$ cat config.mk
export PLATFORM = sky130hd
export DESIGN_NAME = pipe_stage_buf
export DESIGN_NICKNAME = d
export VERILOG_FILES = /design/src/rtl/pipe_stage_buf.sv
export SDC_FILE = /design/constraint.sdc
export NUM_CORES = 1
export LEC_CHECK = 0
export BUFFER_PORTS_ARGS = -buffer_cell sky130_fd_sc_hd__buf_4
export CAP_MARGIN = 40
export CORE_MARGIN = 2
export CORE_UTILIZATION = 38
export DETAILED_ROUTE_END_ITERATION = 7
export PLACE_DENSITY = 0.78
export RECOVER_POWER = 100
export SYNTH_ARGS = -nofsm -noshare
export SYNTH_HDL_FRONTEND = slang
export SYNTH_SLANG_ARGS = --single-unit
$ cat constraint.sdc
create_clock -name clk -period 1.44 [get_ports clk]
set_input_delay 0.144 -clock clk [delete_from_list [all_inputs] [get_ports clk]]
set_output_delay 0.144 -clock clk [all_outputs]
set_load 0.01 [all_outputs]
$ cat src/rtl/pipe_stage_buf.sv
`default_nettype none
// +--------------------------------------------------------------------------+
// | Module      : pipe_stage_buf                                             |
// | Description : Valid/ready pipeline stage buffer. Define PIPE_SKID_EN for |
// |               a 2-entry skid buffer with registered in_ready; otherwise  |
// |               a single entry with combinational in_ready.                |
// | Revision    : 1.0 - initial release                                      |
// +--------------------------------------------------------------------------+
module pipe_stage_buf #(
    parameter int                   PAYLOAD_W     = 32,
    parameter logic [PAYLOAD_W-1:0] RESET_PAYLOAD = '0
) (
    input  logic                 clk,
    input  logic                 rstn,
    input  logic                 in_valid,
    output logic                 in_ready,
    input  logic [PAYLOAD_W-1:0] in_payload,
    input  logic                 flush,
    output logic                 out_valid,
    input  logic                 out_ready,
    output logic [PAYLOAD_W-1:0] out_payload,
    output logic [1:0]           occupancy
);

    logic w_accept;
    logic w_pop;

    assign w_accept = in_valid & in_ready;
    assign w_pop    = out_valid & out_ready;

`ifdef PIPE_SKID_EN

    // State encoding doubles as the entry count driven on occupancy.
    localparam logic [1:0] c_EMPTY = 2'd0;
    localparam logic [1:0] c_ONE   = 2'd1;
    localparam logic [1:0] c_FULL  = 2'd2;

    logic [1:0]           state_q, state_d;
    logic                 in_ready_q, in_ready_d;
    logic [PAYLOAD_W-1:0] main_q, main_d;
    logic [PAYLOAD_W-1:0] skid_q, skid_d;

    always_comb begin
        state_d = state_q;
        main_d  = main_q;
        skid_d  = skid_q;
        if (flush) begin
            state_d = c_EMPTY;
        end else begin
            case (state_q)
                c_EMPTY: begin
                    if (w_accept) begin
                        state_d = c_ONE;
                        main_d  = in_payload;
                    end
                end
                c_ONE: begin
                    if (w_accept && w_pop) begin
                        main_d = in_payload;
                    end else if (w_accept) begin
                        state_d = c_FULL;
                        skid_d  = in_payload;
                    end else if (w_pop) begin
                        state_d = c_EMPTY;
                    end
                end
                c_FULL: begin
                    if (w_pop) begin
                        state_d = c_ONE;
                        main_d  = skid_q;
                    end
                end
                default: state_d = c_EMPTY;
            endcase
        end
        in_ready_d = (state_d != c_FULL);
    end

    always_ff @(posedge clk or negedge rstn) begin
        if (!rstn) begin
            state_q    <= c_EMPTY;
            in_ready_q <= 1'b1;
            main_q     <= RESET_PAYLOAD;
            skid_q     <= RESET_PAYLOAD;
        end else begin
            state_q    <= state_d;
            in_ready_q <= in_ready_d;
            main_q     <= main_d;
            skid_q     <= skid_d;
        end
    end

    assign in_ready    = in_ready_q;
    assign out_valid   = (state_q != c_EMPTY);
    assign out_payload = main_q;
    assign occupancy   = state_q;

`else

    logic                 valid_q, valid_d;
    logic [PAYLOAD_W-1:0] main_q, main_d;

    always_comb begin
        valid_d = valid_q;
        main_d  = main_q;
        if (flush) begin
            valid_d = 1'b0;
        end else if (w_accept) begin
            valid_d = 1'b1;
            main_d  = in_payload;
        end else if (w_pop) begin
            valid_d = 1'b0;
        end
    end

    always_ff @(posedge clk or negedge rstn) begin
        if (!rstn) begin
            valid_q <= 1'b0;
            main_q  <= RESET_PAYLOAD;
        end else begin
            valid_q <= valid_d;
            main_q  <= main_d;
        end
    end

    assign in_ready    = !valid_q || out_ready;
    assign out_valid   = valid_q;
    assign out_payload = main_q;
    assign occupancy   = {1'b0, valid_q};

`endif

endmodule
`default_nettype wire

After elaboration in Yosys (flattened, before gate mapping)
Cells that the tools add are included.
- add/subtract/negate cells: 0
- multipliers: 0
- divide/modulo/power cells: 0
- $lt $le $gt $ge: 0
- equal/unequal tests: 0
- shifts and indexed selects: 0
- multiplexer cells: 3
- bitwise gates (word level): 3
- reductions and logical operators: 4
- operators with widths (cell ; number):
    2-to-1 mux 1 bit ; 3
    nonzero test 3 bit ; 1
    bitwise AND 1 bit ; 2
    AND reduction 2 bit ; 1
    zero test 1 bit ; 1
    logical OR 1 bit ; 1
    inverter 1 bit ; 1
- register bits: 33
- bits in latches: 0
- memory bits (writable): 0
- ROM bits: 0
- output and inout port bits: 36
- logic and storage cells: 12
- memories: 0

Longest topological paths before layout
- word-level depth: 5
- gate-level depth with buffers: 4
- depth with buffers taken out: 3

Least setup slack after synthesis
Ideal clock, no wire load.
- kind: register -> register
- start point: register valid_q (netlist: out_valid)
- end point: register main_q[0] (netlist: out_payload[0])
- library setup time: 0.125 ns
- arrival: 1.341 ns
- required time: 1.315 ns
- path slack: -0.026 ns
- cell stages (with the launch flop): 5
- path buffers: 1
- period minus slack after synthesis: 1.466 ns
- path through: dfrtp_1 -> nor2b_4 -> nor3b_4 -> buf_6 -> mux2_2
- longest elaborated chain between the ends: 4
- ends and longest elaborated chain (element ; RTL line ; RTL):
    start: declaration ; 100 ; logic valid_q, valid_d;
    start signal: assignment ; 121 ; valid_q <= valid_d;
    zero test 1 bit ; 126 ; assign in_ready = !valid_q || out_ready;
    logical OR 1 bit ; 126 ;
    bitwise AND 1 bit ; 28 ; assign w_accept = in_valid & in_ready;
    AND reduction 2 bit (no source line) ; -- ;
    end signal: assignment ; 122 ; main_q <= main_d;
    end: declaration ; 101 ; logic [PAYLOAD_W-1:0] main_q, main_d;
Every way passes these cells.
A chain may end at the register's enable or synchronous reset.

Final worst setup path
- start point: register valid_q (netlist: out_valid)
- end point: register main_q[15] (netlist: out_payload[15])
The elaborated chain is that of the path after synthesis.

==> results.ini <==
[drt]
vias_per_cell = 4.39
wl_per_cell_um = 13.0
drtIter0Drc = 28
vias = 877
detail-route-antenna-nets = 0
drtPass1Iterations = 6
drc = 0
wirelength_um = 2590

[synthesis]
synth_top_area_cell = dfrtp_1
synth_top_area_share = 0.644
async_flop_share = 1.00
synthTopCellsByArea = dfrtp_1, mux2_2, buf_6, nor3b_4, buf_4
synthTopCellsByCount = dfrtp_1, mux2_2, buf_6
ys_seq_elements = 33
synth-main-ff-cell = dfrtp_1
syn_inst = 76
synth.most_common_cell = dfrtp_1
syn_area_mm2 = 0.00128
avgSynthCellArea_um2 = 16.9
synth_edf_count = 0
synth-warning-count = 0
synth_seq_area_share = 0.644
synth.distinct_cells = 9
syn_nets = 113

[global_route]
grt_pass1_wl_um = 3820
globalRoute.totalOverflow = 0
grt_pass1_vias = 914
antenna_found_initial = 0
grtUsageTotal = 0.143
grt_max_degree = 34

[timing]
setup_viol = 0
relSlewSlack = 0.472
drv_slew = 0
clock_skew_ns = 0.00213
fin_ws_ns = 0.00851
whs_ns = 0.0506
rsz0062_at_grt = true
timing.fmax_mhz = 699
finalCriticalPeriod_ns = 1.43
tightest_slew_ns = 0.791
final_hold_viol_count = 0
period_share = 0.994

[clocking]
ctsRootBufferMaster = clkbuf_4
clkLatencyLatePin_ns = 0.32
path_clk_slew_ns = 0.09
cts_sinks = 33
cts_tree = yes
htreeDepth = 2
cts_setup_buffers = 0
cts_made_buffers = 5
clock_path_buffers = 2
cts_resized = 0

[power]
comb_power_share = 0.224
ir_worst_vdd_mv = 0.610
swShare = 0.269
power_frac_seq = 0.519
internal-power_mw = 1.63
powerDensity_mw_per_mm2 = 1230
pwr-share-clk = 0.257
p_leak_nw = 0.809
p_switching_mw = 0.601

[setup_path]
crit_fanout = 32
crit_buf_inv = 1
crit_required_ns = 1.65
crit_family = flip-flops
critPathKind = flop to flop
crit_path_top_delay_cell = dfrtp_1
worstPathArrival_ns = 1.64
critPathCaptureType = flop
cp-start-kind = flop
worstPathCellList = nor2b_4 -> nor3b_4 -> buf_12 -> mux2_2
slowest_delay_ns = 0.39

[finish]
fin_cells = 200
regArea_um2 = 826
final_cell_area_mm2 = 0.00181
diodes = 0
multi_input_area_um2 = 404
fill_cells = 334
drive_gt1_frac = 0.526
syn_to_final_growth_pct = 41.3
final_core_util = 0.552
final_net_count = 190

[floorplanning]
rows = 21
core_mm2 = 0.00328
die_w_um = 62.1
dieArea_mm2 = 0.00386
start_util = 0.390
die_h_um = 62.1
io_pins = 73

[placement]
dp.cells = 190
place.detailed.hpwl_um = 1970
pre_cts_ws_ns = 0.00208
dpl_cell_area_mm2 = 0.00185
io_buffers = 71
place_congestion = 0.620

[flow_run]
drv_cap = 0

[worst_hold_path]
min_path_type = primary input to flop

[outcome]
outcome = finished, final reports clean

[registers in the layout, summed over array words and instances, names as in the netlist]
register / flops
out_valid: 1
out_payload: 32
[cell usage in the layout (no fill, tap or decap), drive strengths merged]
cell	n
buf	38
clkbuf	42
clkinv	1
conb	1
dfrtp	33
dlygate4sd3	2
inv	1
mux2	32
nor2	2
nor2b	1
nor3b	1
[cell type report]
cell class,instances,share of cell area
repair buffers,75,0.249
inverters,1,0.00207
well taps,46,0.0318
flip-flops and latches,33,0.456
multi-input cells,37,0.223
clock inverters,1,0.00276
clock buffers,7,0.0359
[power by group through the flow]
| stage | Combinational (mW) | Clock [mW] | Sequential [mW] |
|---|---|---|---|
| 2_1_floorplan | 0.187 | 0 | 1.25 |
| 3_3_place_gp | 0.615 | 0 | 1.17 |
| 3_5_place_dp | 0.632 | 0 | 1.18 |
| 4_1_cts | 0.637 | 0.601 | 1.16 |
| 5_1_grt | 0.555 | 0.643 | 1.18 |
| 6_report | 0.499 | 0.573 | 1.16 |
[per-stage QoR]
stage          setup TNS (ns)  power, mW
2_1_floorplan          -0.789       1.44
3_3_place_gp                0       1.79
3_5_place_dp                0       1.82
4_1_cts                -0.106       2.40
5_1_grt                 -1.16       2.38
6_report                    0       2.23
[kinds of logic (layout without fill, tap and decap cells)]
logic type	after synthesis	count (layout)	share of synthesized area
buffers and inverters	6	84	0.0410
muxes	32	32	0.281
DFF	33	33	0.644
other	1	1	0.00292
and+or+nand+nor	4	4	0.0312
[layer usage]
layer  vias to the layer above  track usage  part of all wire
li1                        411            -                 -
met1                       422        0.149              0.38
met2                        42        0.250              0.52
met3                         2       0.0580             0.088
met4                         0       0.0638            0.0089
met5                         -            0                 0
[worst paths after layout]
| check | slack [ns] | cells after the start | end | from |
|---|---|---|---|---|
| min in group asynchronous | 0.44 | 2 | out_payload[29] | rstn |
| max | 0.009 | 4 | out_payload[15] | out_valid |
| max reg2reg | 0.009 | 4 | out_payload[15] | out_valid |
| min reg2reg | 0.51 | 1 | out_payload[9] | out_payload[9] |
| max in group asynchronous | 0.51 | 2 | out_payload[12] | rstn |
| min | 0.05 | 2 | out_payload[18] | in_payload[18] |
[what timing repair did]
item                                   CTS  global route
hold buffers                             2             0
endpoints found under the hold margin   34             0
setup endpoints to repair               20            32
(Power assumes the default switching activity.)
